==> config.mk <==
export PLATFORM = sky130hd
export DESIGN_NAME = serial_subtractor
export DESIGN_NICKNAME = d
export VERILOG_FILES = /design/src/rtl/serial_subtractor_pkg.sv /design/src/rtl/serial_subtractor_full_subtractor.sv /design/src/rtl/serial_subtractor.sv
export SDC_FILE = /design/constraint.sdc
export NUM_CORES = 1
export LEC_CHECK = 0
export ABC_CLOCK_PERIOD_IN_PS = 1400
export BUFFER_PORTS_ARGS = -buffer_cell sky130_fd_sc_hd__buf_2
export CORE_MARGIN = 2
export CORE_UTILIZATION = 40
export DETAILED_ROUTE_END_ITERATION = 10
export GPL_TIMING_DRIVEN = 0
export PLACE_DENSITY = 0.7
export SLEW_MARGIN = 40
export SYNTH_ARGS = -nofsm -noshare
export SYNTH_HDL_FRONTEND = slang
export SYNTH_HIERARCHICAL = 1
export SYNTH_SLANG_ARGS = --single-unit
==> constraint.sdc <==
create_clock -name clk -period 1.4 [get_ports clk]
set_clock_uncertainty 0.05 [all_clocks]
set_input_delay 0.28 -clock clk [delete_from_list [all_inputs] [get_ports clk]]
set_output_delay 0.28 -clock clk [all_outputs]
set_load 0.02 [all_outputs]
==> src/rtl/serial_subtractor_pkg.sv <==
// Shared definitions for the bit-serial subtractor:
// FSM state encoding and the default operand width.
package serial_subtractor_pkg;

    localparam int DEFAULT_WIDTH = 8;

    typedef enum logic [1:0] {
        IDLE = 2'd0,
        RUN  = 2'd1,
        DONE = 2'd2
    } state_t;

endpackage

==> src/rtl/serial_subtractor_full_subtractor.sv <==
// One-bit full subtractor cell used by the serial datapath.
// Purely combinational: diff = a - b - bin, bout = borrow out.
module full_subtractor (
    input  logic a,
    input  logic b,
    input  logic bin,
    output logic diff,
    output logic bout
);

    logic axb;

    assign axb  = a ^ b;
    assign diff = axb ^ bin;
    assign bout = (~a & b) | (~axb & bin);

endmodule

==> src/rtl/serial_subtractor.sv <==
// Bit-serial subtractor: diff = a - b mod 2^WIDTH, LSB first,
// one bit per clock through a single full-subtractor cell.
module serial_subtractor
    import serial_subtractor_pkg::*;
#(
    parameter int WIDTH = DEFAULT_WIDTH
) (
    input  logic             clk,
    input  logic             rst,
    input  logic             start,
    input  logic [WIDTH-1:0] a,
    input  logic [WIDTH-1:0] b,
    output logic             busy,
    output logic             done,
    output logic [WIDTH-1:0] diff,
    output logic             bout
);

    localparam int CW = $clog2(WIDTH);

    state_t           state;
    state_t           state_n;
    logic [CW-1:0]    cnt;
    logic [WIDTH-1:0] a_sr;
    logic [WIDTH-1:0] b_sr;
    logic [WIDTH-1:0] res_sr;
    logic             br;
    logic             d_bit;
    logic             br_n;
    logic             last;

    full_subtractor u_cell (
        .a    (a_sr[0]),
        .b    (b_sr[0]),
        .bin  (br),
        .diff (d_bit),
        .bout (br_n)
    );

    assign last = (cnt == CW'(WIDTH - 1));

    always_comb begin
        state_n = state;
        unique case (state)
            IDLE:    if (start) state_n = RUN;
            RUN:     if (last) state_n = DONE;
            DONE:    state_n = IDLE;
            default: state_n = IDLE;
        endcase
    end

    always_ff @(posedge clk or posedge rst) begin
        if (rst) begin
            state <= IDLE;
        end else begin
            state <= state_n;
        end
    end

    // Result bits enter at the MSB so that after WIDTH shifts
    // the LSB-first stream lands in natural bit order.
    always_ff @(posedge clk or posedge rst) begin
        if (rst) begin
            a_sr   <= '0;
            b_sr   <= '0;
            res_sr <= '0;
            br     <= 1'b0;
            cnt    <= '0;
        end else if (state == IDLE) begin
            if (start) begin
                a_sr <= a;
                b_sr <= b;
                br   <= 1'b0;
                cnt  <= '0;
            end
        end else if (state == RUN) begin
            a_sr   <= {1'b0, a_sr[WIDTH-1:1]};
            b_sr   <= {1'b0, b_sr[WIDTH-1:1]};
            res_sr <= {d_bit, res_sr[WIDTH-1:1]};
            br     <= br_n;
            cnt    <= cnt + CW'(1);
        end
    end

    assign busy = (state != IDLE);
    assign done = (state == DONE);
    assign diff = res_sr;
    assign bout = br;

endmodule

==> PnR_summary.wiki, run 1 <==
{| class="wikitable"
! Metric !! Value
|-
| Sw frac || 0.357
|-
| Number of pins with negative max-slew slack in the final report || 0
|-
| Number of unique standard cell types used by synthesis || 24
|-
| Part of the total power dissipated in combinational logic || 0.515
|-
| Area of the mapped netlist || 1480 µm²
|-
| Area share of the largest cell type after synthesis || 0.506
|-
| Detail Route Antenna Nets || 0
|-
| Proportion of power drawn by flip-flops and latches || 0.347
|-
| Cells taking the most area after synthesis || sky130_fd_sc_hd__dfrtp_1 (51%), sky130_fd_sc_hd__a221oi_1 (7.1%), sky130_fd_sc_hd__mux2_2 (6.8%), sky130_fd_sc_hd__nor3b_1 (6.1%), sky130_fd_sc_hd__inv_1 (5.3%)
|-
| Failing checks || negative setup slack
|-
| # rows || 22
|-
| Count of max-cap constraint violations || 0
|-
| Initial drt markers || 63
|-
| Standard cell core area || 3610 µm²
|-
| Pin count of the biggest net entering global routing || 31
|-
| Max-slew headroom at the worst pin || 0.589
|-
| Boundary pin count || 30
|-
| Most frequent cells in the layout || sky130_fd_sc_hd__dfrtp_1 (30), sky130_fd_sc_hd__buf_2 (28), sky130_fd_sc_hd__inv_1 (20)
|-
| Highest clock rate || 663 MHz
|-
| Global-route wire length before repair || 5750 µm
|-
| Number of iterations in the first detailed-routing pass || 5
|-
| Vias in the first global route || 1210
|-
| Cell at the root of the clock tree || sky130_fd_sc_hd__clkbuf_8
|-
| Leading cell type in the layout, fill and taps excluded || sky130_fd_sc_hd__dfrtp_1
|-
| Cell Int Power || between 0.002 and 0.003 W
|-
| Cell taking the most area after synthesis || sky130_fd_sc_hd__dfrtp_1
|-
| Outcome || finished with violations
|-
| DRC viols || 0
|-
| Routed len/inst || 14.9 µm
|-
| Worst voltage drop across the vdd grid || 0.815 mV
|-
| Area after DPL || 1690 µm²
|-
| Count of final hold-check violations || 0
|-
| Area growth syn-to-layout || 31.2%
|-
| Post-Route WL || 3330 µm
|-
| Setup crit end kind || output port
|-
| Data arrival time at the worst-slack endpoint || 1180 ps
|-
| Clock share of power || 0.138
|-
| Power Density || approximately 2300 nW/µm²
|-
| Overall track demand over capacity in global routing || 0.182
|-
| Port Buffer Count || 29
|-
| Min Tclk post-route || 1510 ps
|-
| DP Cell Count || just over 200
|-
| Mean post-synth cell area || around 11 µm²
|-
| Post-route cell area || 1950 µm²
|-
| Placer Congestion || approximately 0.74
|-
| Period utilisation layout || 1.08
|-
| Final cell count without fillers || 224
|-
| Die outline area || approximately 4200 µm²
|-
| Detail Placement HPWL || 2120 µm
|-
| Syn_nets || 151
|-
| Worst-case clock buffer depth || 2
|-
| Via count of the routed design || 1131
|-
| Seq/Total Area, Yosys || 0.506
|-
| Nets@finish || 198
|-
| Total clock buffers created by CTS || 5
|-
| Vias per std cell || 5.05
|-
| Initial antenna violation count || 0
|-
| Die outline height || 64.9 µm
|-
| Inserted Diodes || 0
|-
| PnR Total Power || between 0.004 and 0.005 W
|-
| H-tree depth || 2
|-
| Clock tree from TritonCTS || built
|-
| Clk sinks || 30
|-
| Clock Latency Late Sink || 270 ps
|-
| Number of warnings printed during yosys synthesis || 6
|-
| Count of state elements after synthesis || 30
|-
| Worst hold-check path type || input port to asynchronous set/reset pin
|-
| Max Fanout on Critical Path || 4
|-
| Static leakage || 0.944 nW
|-
| Transition time at the pin with the least slew margin || 615 ps
|-
| Final worst setup slack || -108 ps
|-
| Net switching power || 0.00159 W
|-
| Instance count of the mapped netlist || around 130
|-
| Overflow after GRT || 0
|-
| Initial cell density of the core || 0.411
|-
| Kind of critical path || flip-flop to output port
|-
| Final Setup Violations || 9
|-
| Unrepaired setup endpoints after global routing || yes
|-
| Chip Width || about 65 µm
|-
| Share of post-route cells with drive strength above 1 || 0.409
|-
| Data required, critical path || 1070 ps
|-
| Clock-pin slew reported for the worst setup and hold paths after clock tree synthesis || 60 ps
|-
| Sort of element at the start of the critical path || flip-flop
|}
## worst paths after layout
path                       startpoint       end  slack (ps)  cells past startpoint
max in group asynchronous         rst  state[1]         860                      2
min reg2reg                   b_sr[7]   b_sr[7]         450                      2
min                               rst   diff[1]          30                      2
min in group clk                 b[4]   b_sr[4]         270                      3
max reg2reg                  state[1]   diff[1]         -60                      6
max                          state[0]      done        -110                      4
## synth_stat cells, drive strengths merged
library cell  number
o21bai             1
nor3b             12
clkbuf             3
mux2               9
a22o               3
and2               1
o21ba              1
a221oi            12
nand4bb            2
buf                6
nor2b             13
inv               21
o311ai             2
ha                 2
nor2               6
dfrtp             30
a222oi             2
fa                 1
nand2              2
## layer usage
metal,up-vias,wire (µm),GRT usage
li1,539,-,-
met1,560,1480,0.217
met2,30,1680,0.327
met3,2,163,0.0434
met4,0,13,0.0426
met5,-,0,0
## power by group through the flow
stage	clock [W]	sequential, W	combinational [W]
after global routing	0.000680	0.00161	0.00254
final	0.000616	0.00155	0.00230
after global placement	0	0.00153	0.00175
after floorplan	0	0.00166	0.00123
after detailed placement	0	0.00156	0.00184
after CTS	0.000634	0.00155	0.00212
## cell families after synthesis
family,share of synthesized area
and+or+nand+nor,0.162
buffers and inverters,0.0996
AOI/OAI and AO/OA,0.133
adders and majority gates,0.0304
muxes,0.0684
DFF,0.506
## repair_timing
| item | CTS | global route |
|---|---|---|
| cloned | 0 | 1 |
| setup endpoints to repair | 11 | 17 |
| hold buffers | 0 | 0 |
| pin swaps | 3 | 0 |
| buffers inserted | 8 | 2 |
| gates resized for setup | 14 | 9 |
## area by class of cell
class	count	area, µm²
multi-input cells	69	627
fillers	343	1660
flip-flops and latches	30	751
inverters	21	78.8
well taps	48	60.1
clock buffers	7	76.3
repair buffers	40	251
plain buffers	9	101
## per-stage QoR
step           utilization  TNS [ps]  worst slack [ps]  hold WS, ps
6_report             0.540      -478              -108         34.6
5_1_grt              0.540     -1010              -149         93.2
4_1_cts              0.520      -372              -110         57.2
3_5_place_dp         0.468      -537              -154          341
3_3_place_gp         0.468      -294              -101          425
2_1_floorplan            -         0             0.489          321
## worst max-delay path, cell delays in order, from the launching register on
cell	delay, ps
sky130_fd_sc_hd__dfrtp_1	390
sky130_fd_sc_hd__buf_6	140
sky130_fd_sc_hd__buf_8	110
sky130_fd_sc_hd__nor2b_1	110
sky130_fd_sc_hd__buf_4	150
## sequential cells by signal, summed over array words and instances (netlist names)
register,cells
b_sr,8
bout,1
diff,8
a_sr,8
state,2
cnt,3
Note: power is estimated with default switching activity, not from simulation.
==> run 2, diff against run 1 <==
- CORE_UTILIZATION: 40 -> 53
- PLACE_DENSITY: 0.7 -> 0.86
==> PnR_summary.wiki, run 2 (synthesized netlist as in run 1, its figures left out) <==
{| class="wikitable"
! Metric !! Value
|-
| Sw frac || 0.364 (+0.00783)
|-
| Initial cell density of the core || 0.547 (+0.136)
|-
| DP Cell Count || 189 (-8.3%)
|-
| Clock Latency Late Sink || 330 ps (+60 ps)
|-
| Worst hold path endpoint || b_sr[4]
|-
| Power Density || 2310 nW/µm² (+0.58%)
|-
| Count of max-cap constraint violations || 0 (unchanged)
|-
| Hold-critical path depth || 3
|-
| Kind of critical path || flip-flop to output port
|-
| Transition time at the pin with the least slew margin || 621 ps (+6.15 ps)
|-
| Via count of the routed design || 1182 (+4.5%)
|-
| Unrepaired setup endpoints after global routing || yes
|-
| Critical hold path startpoint || b[4]
|-
| Routed len/inst || 16.5 µm (+11%)
|-
| Min Tclk post-route || 1540 ps (+36.6 ps)
|-
| Final worst setup slack || -145 ps (-36.6 ps)
|-
| Critical path's largest stage delay || 380 ps (about the same)
|-
| Clock share of power || 0.134 (-0.004)
|-
| Die outline area || 3240 µm² (-23%)
|-
| Outcome || finished with violations
|-
| Detail Placement HPWL || 2000 µm (-5.8%)
|-
| Worst R2R Setup Slack || -50 ps (about the same)
|-
| Net switching power || 0.00175 W (+9.5%)
|-
| Sort of element at the start of the critical path || flip-flop
|-
| Nets@finish || 202 (+2.0%)
|-
| Post-Route WL || 3500 µm (+5.2%)
|-
| Worst hold-check path type || input port to flip-flop
|-
| Overflow after GRT || 0 (unchanged)
|-
| Clk sinks || 30 (unchanged)
|-
| Standard cell core area || 2710 µm² (-25%)
|-
| Global-route wire length before repair || 5740 µm (-0.24%)
|-
| PnR Total Power || 0.00479 W (+7.2%)
|-
| Share of post-route cells with drive strength above 1 || 0.497 (+0.0881)
|-
| Total clock buffers created by CTS || 5 (unchanged)
|-
| Clock-pin slew reported for the worst setup and hold paths after clock tree synthesis || 90 ps (+30 ps)
|-
| Cell Int Power || 0.00305 W (+5.9%)
|-
| Clock tree from TritonCTS || built
|-
| Worst voltage drop across the vdd grid || 1.80 mV (+120%)
|-
| Fillcell total || 194 (-43%)
|-
| Vias per std cell || 5.58 (+10%)
|-
| Area growth syn-to-layout || 39.8%
|-
| Capturing point of the worst reg2reg path || a_sr[6]
|-
| Number of iterations in the first detailed-routing pass || 4 (-1)
|-
| Proportion of power drawn by flip-flops and latches || 0.324 (-0.023)
|-
| Depth of the most critical reg-to-reg path || 5 (-1)
|-
| Boundary pin count || 30 (unchanged)
|-
| Failing checks || negative setup slack
|-
| Part of the total power dissipated in combinational logic || 0.541 (+0.026)
|-
| Number of pins with negative max-slew slack in the final report || 0 (unchanged)
|-
| Placer Congestion || 0.724 (-2.7%)
|-
| Vias in the first global route || 1186 (-2.0%)
|-
| Initial antenna violation count || 0 (unchanged)
|-
| H-tree depth || 2 (unchanged)
|-
| DRC viols || 0 (unchanged)
|-
| Worst-case clock buffer depth || 2 (unchanged)
|-
| Max-slew headroom at the worst pin || 0.585 (-0.00411)
|-
| Die outline height || 56.9 µm (-12%)
|-
| Most frequent cells in the layout || sky130_fd_sc_hd__dfrtp_1 (30), sky130_fd_sc_hd__buf_2 (27), sky130_fd_sc_hd__inv_1 (19)
|-
| Overall track demand over capacity in global routing || 0.237 (+0.0551)
|-
| Setup crit end kind || output port
|-
| Period utilisation layout || 1.10 (+0.0261)
|-
| Final cell count without fillers || 212 (-5.4%)
|-
| Startpoint of the worst register-to-register path || state[0]
|-
| Chip Width || 56.9 µm (-12%)
|-
| Highest clock rate || 647 MHz (-2.4%)
|-
| Count of final hold-check violations || 0 (unchanged)
|-
| Data required, critical path || 1070 ps (about the same)
|-
| Data arrival time at the worst-slack endpoint || 1210 ps (+30 ps)
|-
| Pin count of the biggest net entering global routing || 31 (unchanged)
|-
| Worst path most repeated cell || sky130_fd_sc_hd__buf_6
|-
| Max stage delay cell, worst path || sky130_fd_sc_hd__dfrtp_1
|-
| Cell at the root of the clock tree || sky130_fd_sc_hd__clkbuf_4
|-
| Static leakage || 1.02 nW (+7.8%)
|-
| Chain of cells forming the critical path || buf_6, clkbuf_16, nor2b_4, buf_6
|-
| Final Setup Violations || 9 (unchanged)
|-
| # rows || 19 (-14%)
|-
| Port Buffer Count || 29 (unchanged)
|-
| Initial drt markers || 31 (-51%)
|-
| Detail Route Antenna Nets || 0 (unchanged)
|-
| Inserted Diodes || 0 (unchanged)
|-
| Leading cell type in the layout, fill and taps excluded || sky130_fd_sc_hd__dfrtp_1
|-
| Max Fanout on Critical Path || 4 (unchanged)
|}
run 2: area by class of cell:
| class | instances | area, µm² | share of cell area |
|---|---|---|---|
| flip-flops and latches | 30 | 751 | 0.362 |
| plain buffers | 9 | 111 | 0.0537 |
| multi-input cells | 70 | 724 | 0.349 |
| well taps | 31 | 38.8 | 0.0187 |
| repair buffers | 43 | 290 | 0.140 |
| inverters | 21 | 78.8 | 0.0380 |
| clock buffers | 8 | 78.8 | 0.0380 |
run 2: per-stage QoR:
step,setup slack [ps],TNS (ps),hold WS [ps],instance area (µm²),utilization
global route,-213,-1290,175,2070,0.765
floorplan,0.489,0,321,1480,-
global placement,-91.9,-169,423,1670,0.615
finish,-145,-498,204,2070,0.765
CTS,-191,-552,198,1920,0.708
detailed placement,-128,-530,343,1670,0.615
run 2: worst max path at each step:
stage / start / end / cells past startpoint
after CTS: state[0] / done / 4
after global routing: state[1] / done / 4
after floorplan: state[1] / done / 3
after global placement: state[0] / busy / 4
after detailed placement: state[0] / busy / 4
final: state[1] / done / 4
run 2: power groups by stage:
stage	registers (W)	logic (W)	clock network, W
CTS	0.00154	0.00220	0.000652
global placement	0.00152	0.00173	0
global route	0.00161	0.00279	0.000728
finish	0.00155	0.00259	0.000644
floorplan	0.00166	0.00123	0
detailed placement	0.00156	0.00182	0
run 2: what timing repair did:
item	CTS	global route
hold buffers	1	0
buffers inserted	7	4
setup endpoints to repair	9	22
pin swaps	6	4
endpoints found under the hold margin	30	0
cloned	2	1
gates resized for setup	22	21
run 2: per-layer routing:
layer / global-route usage / vias up / share of wire
met1: 0.289 / 585 / 0.40
met2: 0.407 / 39 / 0.54
met3: 0.0714 / 5 / 0.049
met5: 0 / - / 0
li1: - / 553 / -
met4: 0.0598 / 0 / 0.015
run 2: critical path: cells and delay by family (launching register included):
| family | cells | cell delay [ps] |
|---|---|---|
| DFF | 1 | 380 |
| and+or+nand+nor | 1 | 120 |
| buffers and inverters | 3 | 390 |
==> run 3, diff against run 2 <==
- PLACE_DENSITY: 0.86 -> 0.77
==> PnR_summary.wiki, run 3 (synthesized netlist as in run 1, its figures left out) <==
{| class="wikitable"
! Metric !! Value
|-
| Data arrival time at the worst-slack endpoint || 1300 ps (+90 ps)
|-
| Clock-pin slew reported for the worst setup and hold paths after clock tree synthesis || 100 ps (about the same)
|-
| Setup slack after placement || -105 ps (+23.3 ps)
|-
| Worst hold margin || 197 ps (-7.30 ps)
|-
| Worst-case clock buffer depth || 2 (unchanged)
|-
| Worst R2R Setup Slack || -150 ps (-100 ps)
|-
| Fillcell total || 178 (-8.2%)
|-
| Max Fanout on Critical Path || 3 (-1)
|-
| Vias in the first global route || 1193 (+0.59%)
|-
| Clock tree from TritonCTS || built
|-
| Capturing point of the worst reg2reg path || diff[0]
|-
| Period utilisation layout || 1.16 (+0.0581)
|-
| Transition time at the pin with the least slew margin || 620 ps (-1.23 ps)
|-
| Number of pins with negative max-slew slack in the final report || 0 (unchanged)
|-
| Most frequent cells in the layout || sky130_fd_sc_hd__buf_2 (30), sky130_fd_sc_hd__dfrtp_1 (29), sky130_fd_sc_hd__inv_1 (20)
|-
| Area growth syn-to-layout || 37.6%
|-
| Startpoint of the worst register-to-register path || state[0]
|-
| Count of max-cap constraint violations || 0 (unchanged)
|-
| Cell at the root of the clock tree || sky130_fd_sc_hd__clkbuf_4
|-
| Max-slew headroom at the worst pin || 0.586 (+0.000818)
|-
| Total clock buffers created by CTS || 5 (unchanged)
|-
| Initial cell density of the core || 0.547 (unchanged)
|-
| H-tree depth || 2 (unchanged)
|-
| Data required, critical path || 1070 ps (about the same)
|-
| Multi-input logic area || 718 µm² (-0.86%)
|-
| Worst hold-check path type || input port to flip-flop
|-
| Die outline height || 56.9 µm (unchanged)
|-
| Overall track demand over capacity in global routing || 0.234 (-0.00248)
|-
| DRC viols || 0 (unchanged)
|-
| Min Tclk post-route || 1630 ps (+81.3 ps)
|-
| Critical Path Start || state[0]
|-
| Initial drt markers || 51 (+65%)
|-
| Standard cell core area || 2710 µm² (unchanged)
|-
| Final Setup Violations || 15 (+6)
|-
| Outcome || finished with violations
|-
| Overflow after GRT || 0 (unchanged)
|-
| Post-Route WL || 3780 µm (+8.1%)
|-
| Highest clock rate || 615 MHz (-5.0%)
|-
| Pin count of the biggest net entering global routing || 31 (unchanged)
|-
| Port Buffer Count || 29 (unchanged)
|-
| Static leakage || 1.02 nW (+0.19%)
|-
| Worst setup path endpoint || done
|-
| Detail Placement HPWL || 2020 µm (+1.2%)
|-
| Leading cell type in the layout, fill and taps excluded || sky130_fd_sc_hd__buf_2
|-
| Inserted Diodes || 0 (unchanged)
|-
| Power Density || 2340 nW/µm² (+1.4%)
|-
| Critical hold path startpoint || b[7]
|-
| Setup crit end kind || output port
|-
| Vias per std cell || 5.66 (+1.5%)
|-
| Initial antenna violation count || 0 (unchanged)
|-
| Chip Width || 56.9 µm (unchanged)
|-
| Global-route wire length before repair || 5700 µm (-0.71%)
|-
| Detail Route Antenna Nets || 0 (unchanged)
|-
| Failing checks || negative setup slack
|-
| Placer Congestion || 0.785 (+8.5%)
|-
| Via count of the routed design || 1217 (+3.0%)
|-
| Depth of the most critical reg-to-reg path || 6 (+1)
|-
| Final worst setup slack || -226 ps (-81.3 ps)
|-
| Clk sinks || 30 (unchanged)
|-
| Kind of critical path || flip-flop to output port
|-
| PnR Total Power || 0.00478 W (-0.25%)
|-
| Die outline area || 3240 µm² (unchanged)
|-
| Share of post-route cells with drive strength above 1 || 0.467 (-0.0298)
|-
| Clock Latency Late Sink || 330 ps (about the same)
|-
| Boundary pin count || 30 (unchanged)
|-
| Nets@finish || 205 (+1.5%)
|-
| Routed len/inst || 17.6 µm (+6.6%)
|-
| Count of final hold-check violations || 0 (unchanged)
|-
| Sort of element at the start of the critical path || flip-flop
|-
| # rows || 19 (unchanged)
|-
| Unrepaired setup endpoints after global routing || yes
|-
| Number of iterations in the first detailed-routing pass || 4 (unchanged)
|-
| Worst voltage drop across the vdd grid || 1.93 mV (+7.1%)
|-
| Sequential standard cell area || 752 µm² (+0.17%)
|}
[run 3: cell types whose count changed in the layout (fill, tap and decap cells not counted), moves of 2 or more]
cell,before,now
sky130_fd_sc_hd__mux2_2,4,0
sky130_fd_sc_hd__mux2_4,5,9
sky130_fd_sc_hd__nor3b_1,8,10
sky130_fd_sc_hd__a221oi_4,0,2
sky130_fd_sc_hd__a221oi_2,10,5
sky130_fd_sc_hd__buf_2,27,30
sky130_fd_sc_hd__nor3b_2,4,2
sky130_fd_sc_hd__clkbuf_16,2,0
sky130_fd_sc_hd__a221oi_1,2,5
[run 3: metal layers]
layer	part of all wire	routed length [µm]	GRT usage
met1	0.43	1620	0.291
met2	0.52	1980	0.388
met3	0.047	179	0.0737
met4	0.0016	6	0.0731
met5	0	0	0
[run 3: report_power, final]
group / switching (W) / internal (W) / leakage (nW)
clock: 0.000305 / 0.000243 / 0.0353
combinational: 0.00123 / 0.00144 / 0.629
sequential: 0.000273 / 0.00129 / 0.355
total: 0.00181 / 0.00297 / 1.02
[run 3: worst max-delay path: stages, from the launching register on]
cell and delay (ps):
sky130_fd_sc_hd__dfrtp_2 430, sky130_fd_sc_hd__buf_6 130, sky130_fd_sc_hd__buf_8 110, sky130_fd_sc_hd__nor2b_1 130, sky130_fd_sc_hd__buf_4 160
[run 3: metrics by stage]
stage | instance area (µm²) | util | TNS, ps | std cells
floorplan | 1480 | - | 0 | 129
global route | 2040 | 0.753 | -1560 | 215
CTS | 1910 | 0.704 | -622 | 209
finish | 2040 | 0.753 | -1030 | 215
global placement | 1670 | 0.615 | -351 | 189
detailed placement | 1670 | 0.615 | -354 | 189
[run 3: worst min path at each step]
stage,to,slack [ps],cells past startpoint
6_report,b_sr[7],200,3
5_1_grt,a_sr[2],200,3
3_3_place_gp,a_sr[7],420,2
3_5_place_dp,diff[1],350,2
2_1_floorplan,a_sr[0],320,1
4_1_cts,a_sr[7],200,3
[run 3: layout make-up]
class / instances / area share
buffer: 9 / 0.0479
timing repair buffer: 46 / 0.144
clock buffer: 7 / 0.0270
inverter: 21 / 0.0387
multi-input combinational: 70 / 0.352
sequential: 30 / 0.369
clock inverter: 1 / 0.00245
tap: 31 / 0.0190
[run 3: repair_timing]
item,CTS,global route
gates resized for setup,22,18
hold buffers,1,0
pin swaps,3,6
cloned,2,0
setup buffers,9,7
endpoints found under the hold margin,30,0
setup endpoints to repair,9,17
